<file path="src/rtl/calc_pkg.sv">
// Shared types for the calculator key front end and the calculator datapath.
package calc_pkg;

   typedef enum logic [1:0] {
      OP_NONE  = 2'b00,
      OP_PLUS  = 2'b01,
      OP_MINUS = 2'b10,
      OP_EQUAL = 2'b11
   } op_code_t;

   typedef enum logic [1:0] {
      IDLE     = 2'b00,
      DEBOUNCE = 2'b01,
      FIRE     = 2'b10,
      WAIT_REL = 2'b11
   } kf_state_t;

   // Bit positions of the buttons in the packed {equal, minus, plus} vector.
   localparam int BTN_PLUS  = 0;
   localparam int BTN_MINUS = 1;
   localparam int BTN_EQUAL = 2;

   // Priority pick among active-low buttons: plus > minus > equal.
   function automatic op_code_t pick_op(input logic [2:0] btn_n);
      op_code_t op;
      if (!btn_n[BTN_PLUS]) begin
         op = OP_PLUS;
      end else if (!btn_n[BTN_MINUS]) begin
         op = OP_MINUS;
      end else if (!btn_n[BTN_EQUAL]) begin
         op = OP_EQUAL;
      end else begin
         op = OP_NONE;
      end
      return op;
   endfunction

   // True when the button belonging to op is released (high).
   function automatic logic op_released(input op_code_t op, input logic [2:0] btn_n);
      logic rel;
      case (op)
         OP_PLUS:  rel = btn_n[BTN_PLUS];
         OP_MINUS: rel = btn_n[BTN_MINUS];
         OP_EQUAL: rel = btn_n[BTN_EQUAL];
         default:  rel = 1'b1;
      endcase
      return rel;
   endfunction

endpackage

</file>
<file path="src/rtl/calc_sync.sv">
// Multi-bit flop-chain synchroniser; every bit resets to RST_VAL.
module calc_sync #(
   parameter int N      = 1,
   parameter int STAGES = 2,
   parameter bit RST_VAL = 1'b0
) (
   input  logic         clk,
   input  logic         rst,
   input  logic [N-1:0] d,
   output logic [N-1:0] q
);

   logic [N-1:0] stage_q [STAGES];
   logic [N-1:0] stage_d [STAGES];

   always_comb begin
      stage_d[0] = d;
      for (int i = 1; i < STAGES; i++) begin
         stage_d[i] = stage_q[i-1];
      end
   end

   always_ff @(posedge clk or posedge rst) begin
      if (rst) begin
         for (int i = 0; i < STAGES; i++) begin
            stage_q[i] <= {N{RST_VAL}};
         end
      end else begin
         for (int i = 0; i < STAGES; i++) begin
            stage_q[i] <= stage_d[i];
         end
      end
   end

   assign q = stage_q[STAGES-1];

endmodule

</file>
<file path="src/rtl/calc_key_frontend.sv">
// Key front end: synchronise, debounce and prioritise the operator buttons,
// emitting one registered active-low strobe per press with the captured operand.
//
//   state    | meaning
//   ---------+---------------------------------------------------------------
//   IDLE     | all buttons released and stable, waiting for a press
//   DEBOUNCE | winning button low, counting DB_CYCLES stable cycles
//   FIRE     | press accepted; strobe/op_valid/op_code/operand registered
//   WAIT_REL | waiting for all buttons high for DB_CYCLES consecutive cycles
module calc_key_frontend
   import calc_pkg::*;
#(
   parameter int WIDTH       = 8,
   parameter int SYNC_STAGES = 2,
   parameter int DB_CYCLES   = 50000
) (
   input  logic             clk,
   input  logic             rst,
   input  logic [WIDTH-1:0] sw_in,
   input  logic             btn_plus_n,
   input  logic             btn_minus_n,
   input  logic             btn_equal_n,
   output logic [WIDTH-1:0] operand,
   output logic             plus_n,
   output logic             minus_n,
   output logic             equal_n,
   output logic             op_valid,
   output logic [1:0]       op_code,
   output logic             busy
);

   localparam int CNT_W = $clog2(DB_CYCLES + 1);
   localparam logic [CNT_W-1:0] CNT_LOAD = CNT_W'(DB_CYCLES - 1);

   logic [2:0]       btn_s;
   logic [WIDTH-1:0] sw_s;

   kf_state_t        state_q,    state_d;
   logic [CNT_W-1:0] cnt_q,      cnt_d;
   op_code_t         pend_op_q,  pend_op_d;
   logic             plus_n_q,   plus_n_d;
   logic             minus_n_q,  minus_n_d;
   logic             equal_n_q,  equal_n_d;
   logic             op_valid_q, op_valid_d;
   op_code_t         op_code_q,  op_code_d;
   logic [WIDTH-1:0] operand_q,  operand_d;

   calc_sync #(
      .N       (3),
      .STAGES  (SYNC_STAGES),
      .RST_VAL (1'b1)
   ) u_sync_btn (
      .clk (clk),
      .rst (rst),
      .d   ({btn_equal_n, btn_minus_n, btn_plus_n}),
      .q   (btn_s)
   );

   calc_sync #(
      .N       (WIDTH),
      .STAGES  (SYNC_STAGES),
      .RST_VAL (1'b0)
   ) u_sync_sw (
      .clk (clk),
      .rst (rst),
      .d   (sw_in),
      .q   (sw_s)
   );

   always_comb begin
      state_d    = state_q;
      cnt_d      = cnt_q;
      pend_op_d  = pend_op_q;
      plus_n_d   = 1'b1;
      minus_n_d  = 1'b1;
      equal_n_d  = 1'b1;
      op_valid_d = 1'b0;
      op_code_d  = op_code_q;
      operand_d  = operand_q;

      case (state_q)
         IDLE: begin
            if (!(&btn_s)) begin
               pend_op_d = pick_op(btn_s);
               cnt_d     = CNT_LOAD;
               state_d   = DEBOUNCE;
            end
         end
         DEBOUNCE: begin
            // Only the latched winner matters here; a bounce aborts silently.
            if (op_released(pend_op_q, btn_s)) begin
               state_d = IDLE;
            end else if (cnt_q == '0) begin
               state_d = FIRE;
            end else begin
               cnt_d = cnt_q - 1'b1;
            end
         end
         FIRE: begin
            op_valid_d = 1'b1;
            op_code_d  = pend_op_q;
            operand_d  = sw_s;
            case (pend_op_q)
               OP_PLUS:  plus_n_d  = 1'b0;
               OP_MINUS: minus_n_d = 1'b0;
               OP_EQUAL: equal_n_d = 1'b0;
               default:  ;
            endcase
            cnt_d   = CNT_LOAD;
            state_d = WAIT_REL;
         end
         WAIT_REL: begin
            if (!(&btn_s)) begin
               cnt_d = CNT_LOAD;
            end else if (cnt_q == '0) begin
               state_d = IDLE;
            end else begin
               cnt_d = cnt_q - 1'b1;
            end
         end
         default: begin
            cnt_d   = CNT_LOAD;
            state_d = WAIT_REL;
         end
      endcase
   end

   // Reset lands in WAIT_REL so a button held through reset cannot fire.
   always_ff @(posedge clk or posedge rst) begin
      if (rst) begin
         state_q    <= WAIT_REL;
         cnt_q      <= CNT_LOAD;
         pend_op_q  <= OP_NONE;
         plus_n_q   <= 1'b1;
         minus_n_q  <= 1'b1;
         equal_n_q  <= 1'b1;
         op_valid_q <= 1'b0;
         op_code_q  <= OP_NONE;
         operand_q  <= '0;
      end else begin
         state_q    <= state_d;
         cnt_q      <= cnt_d;
         pend_op_q  <= pend_op_d;
         plus_n_q   <= plus_n_d;
         minus_n_q  <= minus_n_d;
         equal_n_q  <= equal_n_d;
         op_valid_q <= op_valid_d;
         op_code_q  <= op_code_d;
         operand_q  <= operand_d;
      end
   end

   assign operand  = operand_q;
   assign plus_n   = plus_n_q;
   assign minus_n  = minus_n_q;
   assign equal_n  = equal_n_q;
   assign op_valid = op_valid_q;
   assign op_code  = op_code_q;
   assign busy     = (state_q != IDLE);

endmodule

</file>
<file path="config.mk">
export PLATFORM = sky130hd
export DESIGN_NAME = calc_key_frontend
export DESIGN_NICKNAME = d
export VERILOG_FILES = /design/src/rtl/calc_pkg.sv /design/src/rtl/calc_sync.sv /design/src/rtl/calc_key_frontend.sv
export SDC_FILE = /design/constraint.sdc
export NUM_CORES = 1
export LEC_CHECK = 0
export BUFFER_PORTS_ARGS = -buffer_cell sky130_fd_sc_hd__buf_2
export CAP_MARGIN = 20
export CELL_PAD_IN_SITES_DETAIL_PLACEMENT = 1
export CELL_PAD_IN_SITES_GLOBAL_PLACEMENT = 1
export CORE_AREA = 2 2 80 82
export DETAILED_ROUTE_END_ITERATION = 8
export DIE_AREA = 0 0 82 84
export PLACE_DENSITY = 0.68
export SLEW_MARGIN = 20
export SYNTH_ARGS = -nofsm -noshare
export SYNTH_HDL_FRONTEND = slang
export SYNTH_SLANG_ARGS = --single-unit
</file>
<file path="constraint.sdc">
create_clock -name clk -period 1.93 [get_ports clk]
set_input_delay 0.386 -clock clk [delete_from_list [all_inputs] [get_ports clk]]
set_output_delay 0.386 -clock clk [all_outputs]
set_load 0.01 [all_outputs]
</file>
* Word level (Yosys, flattened, before mapping)
Cells that the tools add are included.
Storage, ports and cells: register bits after elaboration 56, logic and storage cells 56
Operators by class: bitwise operators 1, eq/ne operators 11, add/sub/neg operators 1, multiplexer cells 23, reduce and logical (&&, ||, !) cells 7
Operators with widths (count):
- two-way mux 16 bit | 4
- one-hot mux 16 bit (4 select lines) | 1
- logical NOT 16 bit | 1
- two-way mux 2 bit | 8
- subtractor 16 x 1 -> 16 bit (second input constant) | 1
- equality test 2 bit (second input constant) | 4
- two-way mux 1 bit | 8
- inequality test 2 bit (second input constant) | 4
- one-hot mux 2 bit (4 select lines) | 1
- equality test 2 x 1 -> 1 bit (second input constant) | 2
- AND reduction 2 bit | 2
- AND reduction 4 bit | 1
- inequality test 3 bit (second input constant) | 1
- one-hot mux 1 bit (3 select lines) | 1
- AND reduction 3 bit | 1
- logical NOT 2 bit | 1
- nonzero test 2 bit | 1
- inverter 1 bit | 1

* Depth between registers and ports, before layout
Gate-level depths: netlist (run 1).
depth after elaboration 5, mapped depth 8, mapped depth without buffers 7

* Hierarchy
Synthesis (run 1) repeated with hierarchy kept, for this count alone.
Unflattened totals: cells, all modules 181, area, all modules 2270.9 sq um
By module, submodules not included:
- calc_key_frontend | cells each 157, sequential area each 868.3 sq um, instances 1, area each 1705.4 sq um
- calc_sync (u_sync_sw) | cells each 17, sequential area each 400.4 sq um, instances 1, area each 404.1 sq um
- calc_sync (u_sync_btn) | cells each 7, sequential area each 157.7 sq um, instances 1, area each 161.4 sq um

* Least setup slack after synthesis (run 1)
OpenSTA, ideal clock, no wires.
kind flip-flop to flip-flop, from reg cnt_q[0], to reg cnt_q[10], setup time 78 ps, slack -32 ps, arrival time 1884 ps, cell stages (with the launch flop) 9, cells stage by stage dfstp_2 -> inv_1 -> ha_1 -> or3b_4 -> nor2_4 -> nand2b_1 -> buf_6 -> or4_1 -> a21oi_1
On the way: longest elaborated chain between the ends 4, elaborated cells between the ends (all ways) 6, classes of those cells 1 x add/sub; 4 x mux; 1 x reduce/logical
RTL lines:
- start: declaration | RTL line calc_key_frontend.sv:39 | logic [CNT_W-1:0] cnt_q, cnt_d;
- start signal: assignment | RTL line calc_key_frontend.sv:142 | cnt_q <= cnt_d;
- subtractor 16 x 1 -> 16 bit / logical NOT 16 bit (equally long branches)
- two-way mux 16 bit (*) | RTL line calc_key_frontend.sv:93, calc_key_frontend.sv:115
- two-way mux 16 bit (on tied branches) | RTL line calc_key_frontend.sv:113, calc_key_frontend.sv:91
- one-hot mux 16 bit (4 select lines) (*) | RTL line calc_key_frontend.sv:81 | case (state_q)
Mark *: on every way between the ends. The rest lies on a longest branch, timed or not. The select of a mux whose other input is x is not followed. A chain may end at the register's enable or synchronous reset.

* Worst setup path after layout (run 1)
from reg cnt_q[1], to reg cnt_q[12]
The elaborated chain is that of the path after synthesis.

==> impl_summary.log, run 1 <==
INFO  metric ant_nets = 0
INFO  metric clock_path_buffers = 2
INFO  metric tritoncts = built
INFO  metric grt_start_max_net_pins = 23
INFO  metric finalHoldWorstSlack = 0.0612 ns
INFO  metric grt_overflow_total = 0
INFO  metric nFillCells = 660
INFO  metric netlist.area_leader.share = 38.8%
INFO  metric ctsRootBufferMaster = sky130_fd_sc_hd__clkbuf_8
INFO  metric grt_first_pass_wirelength = 7870 um
INFO  metric endpoint_type_of_the_worst_setup_path = flip-flop
INFO  metric timing.reg2reg.setup_slack = 0.03 ns
INFO  metric ys_async_sr_fraction = 100%
INFO  metric post-route-drc-count = 0
INFO  metric seq_area_frac_synth = 61.5%
INFO  metric die_width = 82 um
INFO  metric dr_total_vias = 1627
INFO  metric report.final.hold_viol_count = 0
INFO  metric power_density_of_the_placed_cells = 982 nW/um2
INFO  metric static-leakage-power = 0.00126 uW
INFO  metric synth_top_cells_by_area = sky130_fd_sc_hd__dfrtp_1 39%, sky130_fd_sc_hd__dfstp_2 23%, sky130_fd_sc_hd__mux2_2 4.9%
INFO  metric crit-reg2reg-launch = cnt_q[1]
INFO  metric final-setup-viol-count = 0
INFO  metric initial_core_util = 38.1%
INFO  metric timing.setup.tns = 0 ns
INFO  metric drt_iter0_drc = 19
INFO  metric synth_fp_nets = 201
INFO  metric io_count = 28
INFO  metric timing_max_transition_violations_final = 0
INFO  metric die-height = 84 um
INFO  metric clkTransAtPathRegs = 0.10 ns
INFO  metric min_delay_worst_type = in -> async
INFO  metric rsz0062_at_grt = yes
INFO  metric place.port_buffers = 27
INFO  metric syn_avg_cell_area = 12.4 um2
INFO  metric design.die.area = 6890 um2
INFO  metric finalWirelength = 4580 um
INFO  metric number_of_register_bits_inferred_by_synthesis = 56
INFO  metric numCtsBuffers = 5
INFO  metric cts_htree_levels = 2
INFO  metric gate_count_post_synth = 187
INFO  metric area_of_combinational_cells_with_multiple_inputs = 892 um2
INFO  metric fp.coreArea = 6100 um2
INFO  metric first_pass_iters = 4
INFO  metric ys.flop_type = sky130_fd_sc_hd__dfrtp_1
INFO  metric initial_antenna_violation_count = 0
INFO  metric first_global_vias = 1669
INFO  metric grt.total_usage = 14.9%
INFO  metric area.sequential = 1430 um2
INFO  metric status = finished clean
INFO  metric r2r.worst_path.cells = 7
INFO  metric fp-row-count = 29
INFO  metric synth-edff-count = 0
INFO  metric area_delta_synth_final = 22.8%
INFO  metric hpwl = 3440 um
INFO  metric synthesis.area = 2320 um2
INFO  metric achievable-frequency = 0.526 GHz
INFO  metric place.gp.congestion = 0.715
INFO  metric max-vdd-ir-drop = 0.000554 V
INFO  metric post-synth-top-area-cell = sky130_fd_sc_hd__dfrtp_1
INFO  metric r2r_endpoint = cnt_q[12]
INFO  metric cp.arrival = 2.14 ns
INFO  metric clock_sink_count = 56
INFO  metric drv.max_cap_violation_count = 0
INFO  metric final.setup_skew = 0.00782 ns
INFO  metric cp.required = 2.17 ns
INFO  metric antenna-diode-count = 0
INFO  metric max_slew_margin = 59.7%
INFO  metric finalCriticalPeriod = 1.90 ns
INFO  metric critical_path_class = reg -> reg
INFO  metric vias_per_instance = 5.20
INFO  metric critical_path.startpoint_type = flip-flop
INFO  metric critPathMaxFanout = 7
INFO  metric number_of_different_library_cells_in_the_post_synthesis_netlist = 45
INFO  metric transition_at_the_pin_with_the_smallest_max_transition_slack = 0.604 ns
INFO  metric yosysWarnings = 0
INFO  metric worstSkewPairLatency = 0.31 ns
INFO  metric final_min_period_over_clock_period = 98.5%
INFO  metric layout.nets = 249
INFO  metric routedWlPerCell = 14.6 um
INFO  metric post_route_cells_drive_above_1_share = 46.6%
-- cell usage after synthesis, types with 2 or more instances --
| cell type | n |
|---|---|
| sky130_fd_sc_hd__o41ai_1 | 2 |
| sky130_fd_sc_hd__or4_4 | 3 |
| sky130_fd_sc_hd__nand3b_1 | 2 |
| sky130_fd_sc_hd__mux2_2 | 10 |
| sky130_fd_sc_hd__a21oi_1 | 12 |
| sky130_fd_sc_hd__and2_1 | 2 |
| sky130_fd_sc_hd__nor2_1 | 10 |
| sky130_fd_sc_hd__nand4b_1 | 2 |
| sky130_fd_sc_hd__a31oi_1 | 2 |
| sky130_fd_sc_hd__mux2i_1 | 4 |
| sky130_fd_sc_hd__nand3_1 | 8 |
| sky130_fd_sc_hd__nand2_1 | 5 |
| sky130_fd_sc_hd__nor3_2 | 2 |
| sky130_fd_sc_hd__a21o_1 | 3 |
| sky130_fd_sc_hd__dfrtp_1 | 36 |
| sky130_fd_sc_hd__or4_1 | 6 |
| sky130_fd_sc_hd__nand2b_1 | 6 |
| sky130_fd_sc_hd__o21ai_0 | 3 |
| sky130_fd_sc_hd__buf_2 | 3 |
| sky130_fd_sc_hd__or3_1 | 2 |
| sky130_fd_sc_hd__dfstp_2 | 20 |
| sky130_fd_sc_hd__clkbuf_1 | 3 |
| sky130_fd_sc_hd__o31ai_1 | 7 |
| sky130_fd_sc_hd__and4_1 | 2 |
| sky130_fd_sc_hd__inv_1 | 7 |
| sky130_fd_sc_hd__nand4_1 | 2 |
| sky130_fd_sc_hd__o21ai_1 | 5 |
-- flip-flops by register name, summed over array words and instances, names as in the netlist, 2 cells and up, named ones only --
| register | flops |
|---|---|
| pend_op_q | 2 |
| u_sync_sw.stage_d | 8 |
| u_sync_sw.q | 8 |
| cnt_q | 16 |
| u_sync_btn.stage_d | 3 |
| u_sync_btn.q | 3 |
| operand | 8 |
| op_code | 2 |
-- worst max-delay path by stage --
| stage | end | startpoint | cells past startpoint |
|---|---|---|---|
| after global routing | cnt_q[12] | cnt_q[1] | 7 |
| after detailed placement | cnt_q[10] | cnt_q[0] | 7 |
| final | cnt_q[12] | cnt_q[1] | 7 |
| after floorplan | cnt_q[10] | cnt_q[1] | 8 |
| after CTS | cnt_q[10] | cnt_q[1] | 7 |
| after global placement | cnt_q[10] | cnt_q[1] | 7 |
-- cell families (layout without fill, tap and decap cells) --
family                     Yosys count  after routing  share of synthesized area, %
muxes                               14             14                          6.58
buffers and inverters               15             64                          3.07
and+or+nand+nor                     60             60                          16.7
adders and majority gates            1              1                         0.539
DFF                                 56             56                          61.5
AOI/OAI and AO/OA                   41             41                          11.7
-- final cells by class --
| class | instances | share of cell area [%] |
|---|---|---|
| Sequential cell | 56 | 50.0 |
| Multi-Input combinational cell | 116 | 31.3 |
| Timing Repair Buffer | 49 | 11.0 |
| Tap cell | 77 | 3.38 |
| Clock buffer | 5 | 2.41 |
| Clock inverter | 3 | 0.966 |
| Inverter | 7 | 0.922 |
-- critical path, cell delays in order, from the launching register on --
cell and delay [ns]:
sky130_fd_sc_hd__dfstp_2 0.40, sky130_fd_sc_hd__inv_2 0.06, sky130_fd_sc_hd__ha_4 0.13, sky130_fd_sc_hd__or3b_4 0.40
sky130_fd_sc_hd__nor2_4 0.16, sky130_fd_sc_hd__nand2b_4 0.09, sky130_fd_sc_hd__or4_1 0.47, sky130_fd_sc_hd__a21oi_1 0.13
-- placed cells by master (no fill, tap or decap), types with 2 or more instances in the layout --
cell type,instances
sky130_fd_sc_hd__or3_4,2
sky130_fd_sc_hd__nand3b_1,2
sky130_fd_sc_hd__nand2_1,5
sky130_fd_sc_hd__nor3_4,2
sky130_fd_sc_hd__o41ai_1,2
sky130_fd_sc_hd__o31ai_1,6
sky130_fd_sc_hd__inv_2,3
sky130_fd_sc_hd__dfstp_2,20
sky130_fd_sc_hd__buf_2,27
sky130_fd_sc_hd__o21ai_0,3
sky130_fd_sc_hd__dfrtp_1,36
sky130_fd_sc_hd__mux2_2,10
sky130_fd_sc_hd__or4_4,5
sky130_fd_sc_hd__mux2i_1,4
sky130_fd_sc_hd__nand4_1,2
sky130_fd_sc_hd__nand2b_1,5
sky130_fd_sc_hd__o21ai_1,5
sky130_fd_sc_hd__clkbuf_8,5
sky130_fd_sc_hd__nor2_1,9
sky130_fd_sc_hd__nand4b_1,2
sky130_fd_sc_hd__inv_1,4
sky130_fd_sc_hd__a31oi_1,2
sky130_fd_sc_hd__buf_4,21
sky130_fd_sc_hd__or4_1,4
sky130_fd_sc_hd__and4_1,2
sky130_fd_sc_hd__a21oi_1,11
sky130_fd_sc_hd__nand3_1,8
sky130_fd_sc_hd__a21o_1,2
-- layer usage --
metal	up-vias	share of wire (%)	track usage (%)	wire length [um]
li1	778	-	-	-
met2	22	50	24.5	2280
met5	-	0	0	0
met1	823	46	19.6	2120
met3	4	2.7	2.60	122
met4	0	1.4	5.45	66
-- power breakdown --
part,switching [uW],leakage (uW),internal [uW]
registers,71.8,0.000670,1300
clock network,397,0.0000463,267
logic,454,0.000542,312
-- metrics by stage --
step	total power, uW	cell area [um2]	cells	setup slack [ns]	utilization (%)
CTS	2830	2810	313	0.0169	46.1
detailed placement	2130	2690	304	-0.0384	44.1
global placement	2110	2690	304	0.00960	44.1
global route	2980	2850	313	-0.0552	46.8
finish	2800	2850	313	0.0287	46.8
floorplan	1870	2330	187	0.00171	-
-- repair_timing --
item                                    CTS  global route
resized for setup                         4             9
endpoints found under the setup margin    7            11
setup buffers                             1             0
hold buffers                              0             0
pin swaps                                 1             7
No activity file was read; power rests on OpenSTA's default activity.
==> inputs of run 2 (changes only) <==
--- a/config.mk
+++ b/config.mk
@@ -12,6 +12,7 @@
 export CORE_AREA = 2 2 80 82
 export DETAILED_ROUTE_END_ITERATION = 8
 export DIE_AREA = 0 0 82 84
+export HOLD_SLACK_MARGIN = 0.08
 export PLACE_DENSITY = 0.68
 export SLEW_MARGIN = 20
 export SYNTH_ARGS = -nofsm -noshare
==> impl_summary.log, run 2 (synthesized netlist as in run 1, its figures left out) <==
INFO  metric worstSkewPairLatency = 0.31 ns (about the same)
INFO  metric final_min_period_over_clock_period = 98.4% (about the same)
INFO  metric grt_start_max_net_pins = 23 (unchanged)
INFO  metric cts_htree_levels = 2 (unchanged)
INFO  metric hpwl = 3440 um (unchanged)
INFO  metric place.gp.congestion = 0.715 (unchanged)
INFO  metric dr_total_vias = 1623 (-0.25%)
INFO  metric post-route-drc-count = 0 (unchanged)
INFO  metric final.setup_skew = 0.00930 ns (+0.00148 ns)
INFO  metric antenna-diode-count = 0 (unchanged)
INFO  metric grt.total_usage = 14.9% (unchanged)
INFO  metric routedWlPerCell = 14.6 um (-0.19%)
INFO  metric drt_iter0_drc = 33 (+14)
INFO  metric layout.cells.most_common = sky130_fd_sc_hd__dfrtp_1
INFO  metric worstPathCellList = inv_2, ha_4, or3b_4, nor2_4, nand2b_4, or4_1, a21oi_1
INFO  metric post-place-ws = -0.0384 ns (unchanged)
INFO  metric status = finished clean
INFO  metric internal-power = 1880 uW (about the same)
INFO  metric transition_at_the_pin_with_the_smallest_max_transition_slack = 0.576 ns (-0.0284 ns)
INFO  metric initial_core_util = 38.1% (unchanged)
INFO  metric initial_antenna_violation_count = 0 (unchanged)
INFO  metric top_register = cnt_q
INFO  metric layout.nets = 250 (+0.40%)
INFO  metric report.final.hold_viol_count = 0 (unchanged)
INFO  metric critical_path_class = reg -> reg
INFO  metric power.net_switching = 918 uW (-0.52%)
INFO  metric grt_overflow_total = 0 (unchanged)
INFO  metric clkTransAtPathRegs = 0.10 ns (about the same)
INFO  metric clock_path_buffers = 2 (unchanged)
INFO  metric critical-path-top-delay-family = simple AND/OR/NAND/NOR gates
INFO  metric timing_max_transition_violations_final = 0 (unchanged)
INFO  metric fp-row-count = 29 (unchanged)
INFO  metric max_slew_margin = 61.6% (+1.9 points)
INFO  metric fp.coreArea = 6100 um2 (unchanged)
INFO  metric place.port_buffers = 27 (unchanged)
INFO  metric vias_per_instance = 5.17 (-0.56%)
INFO  metric cp.arrival = 2.14 ns (about the same)
INFO  metric design.die.area = 6890 um2 (unchanged)
INFO  metric cell_with_the_largest_stage_delay_on_the_worst_path = sky130_fd_sc_hd__or4_1
INFO  metric post_route_cells_drive_above_1_share = 46.4% (-0.20 points)
INFO  metric max_reg_flops = 16 (unchanged)
INFO  metric die_width = 82 um (unchanged)
INFO  metric power_frac_comb = 27.3% (about the same)
INFO  metric finalWirelength = 4590 um (+0.13%)
INFO  metric rsz0062_at_grt = yes
INFO  metric crit_buf_inv = 1 (unchanged)
INFO  metric area_delta_synth_final = 23.2%
INFO  metric io_count = 28 (unchanged)
INFO  metric ant_nets = 0 (unchanged)
INFO  metric finalHoldWorstSlack = 0.168 ns (+0.106 ns)
INFO  metric critical_path.startpoint_type = flip-flop
INFO  metric endpoint_type_of_the_worst_setup_path = flip-flop
INFO  metric clock_sink_count = 56 (unchanged)
INFO  metric achievable-frequency = 0.526 GHz (about the same)
INFO  metric cp.required = 2.17 ns (about the same)
INFO  metric drv.max_cap_violation_count = 0 (unchanged)
INFO  metric clock_power_share = 23.7% (about the same)
INFO  metric slowest_delay = 0.47 ns (about the same)
INFO  metric static-leakage-power = 0.00126 uW (+0.33%)
INFO  metric first_pass_iters = 2 (-2)
INFO  metric timing.reg2reg.setup_slack = 0.03 ns (about the same)
INFO  metric mostFrequentLayoutCells = 36 x sky130_fd_sc_hd__dfrtp_1, 27 x sky130_fd_sc_hd__buf_2, 21 x sky130_fd_sc_hd__buf_4
INFO  metric place_inst = 304 (unchanged)
INFO  metric die-height = 84 um (unchanged)
INFO  metric post-route-worst-setup-slack = 0.0300 ns (+0.00128 ns)
INFO  metric finalCriticalPeriod = 1.90 ns (-0.00128 ns)
INFO  metric numCtsBuffers = 5 (unchanged)
INFO  metric ctsRootBufferMaster = sky130_fd_sc_hd__clkbuf_8
INFO  metric grt_first_pass_wirelength = 7870 um (unchanged)
INFO  metric final_cells = 314 (+0.32%)
INFO  metric critPathMaxFanout = 7 (unchanged)
INFO  metric pwr-share-seq = 49.0% (about the same)
INFO  metric min_delay_worst_type = in -> reg
INFO  metric first_global_vias = 1669 (unchanged)
INFO  metric max-vdd-ir-drop = 0.000556 V (+0.21%)
INFO  metric tritoncts = built
INFO  metric final-setup-viol-count = 0 (unchanged)
INFO  metric power_switching_share = 32.9% (-0.13 points)
INFO  metric nFillCells = 659 (-0.15%)
INFO  metric power_density_of_the_placed_cells = 977 nW/um2 (-0.48%)
==> run 2: cell count changes in the layout (fill, tap and decap cells not counted) <==
cell	change
sky130_fd_sc_hd__dlygate4sd3_1	+1
==> run 2: cell type report <==
type / count / area (um2) / area share, %
Inverter: 7 / 26.3 / 0.919
Clock buffer: 5 / 68.8 / 2.41
Tap cell: 77 / 96.3 / 3.37
Multi-Input combinational cell: 116 / 892 / 31.2
Sequential cell: 56 / 1430 / 49.9
Clock inverter: 3 / 27.5 / 0.962
Timing Repair Buffer: 50 / 323 / 11.3
==> run 2: path summary, 6_finish.rpt <==
check	startpoint	to	cells past startpoint
max	cnt_q[1]	cnt_q[12]	7
min	btn_equal_n	u_sync_btn.stage_d[2]	1
max reg2reg	cnt_q[1]	cnt_q[12]	7
min reg2reg	u_sync_btn.stage_d[1]	u_sync_btn.q[1]	0
max in group asynchronous	rst	asynchronous set/reset pin	4
min in group asynchronous	rst	u_sync_sw.stage_d[1]	3
==> run 2: metal layers <==
metal / part of all wire (%) / GRT usage (%) / vias to the layer above
li1: - / - / 779
met1: 46 / 19.6 / 818
met2: 50 / 24.5 / 22
met3: 2.6 / 2.60 / 4
met4: 1.5 / 5.45 / 0
met5: 0 / 0 / -
==> run 2: power by group through the flow <==
stage               combinational [uW]  clock (uW)  sequential (uW)
CTS                                766         697             1370
finish                             763         663             1370
global route                       852         743             1390
global placement                   719           0             1390
floorplan                          506           0             1370
detailed placement                 735           0             1400
==> run 2: metrics by stage <==
step	setup TNS [ns]	util [%]	cell area, um2	power [uW]
global placement	0	44.1	2690	2110
global route	-0.179	46.9	2860	2980
floorplan	0	-	2330	1870
detailed placement	-0.132	44.1	2690	2130
finish	0	46.9	2860	2790
CTS	0	46.2	2820	2830
==> run 2: what timing repair did <==
| item | 4_1_cts | 5_1_grt |
|---|---|---|
| gates resized for setup | 4 | 9 |
| hold buffers | 1 | 0 |
| endpoints found under the hold margin | 17 | 0 |
| pin swaps | 1 | 7 |
| buffers inserted | 1 | 0 |
| setup endpoints to repair | 7 | 11 |
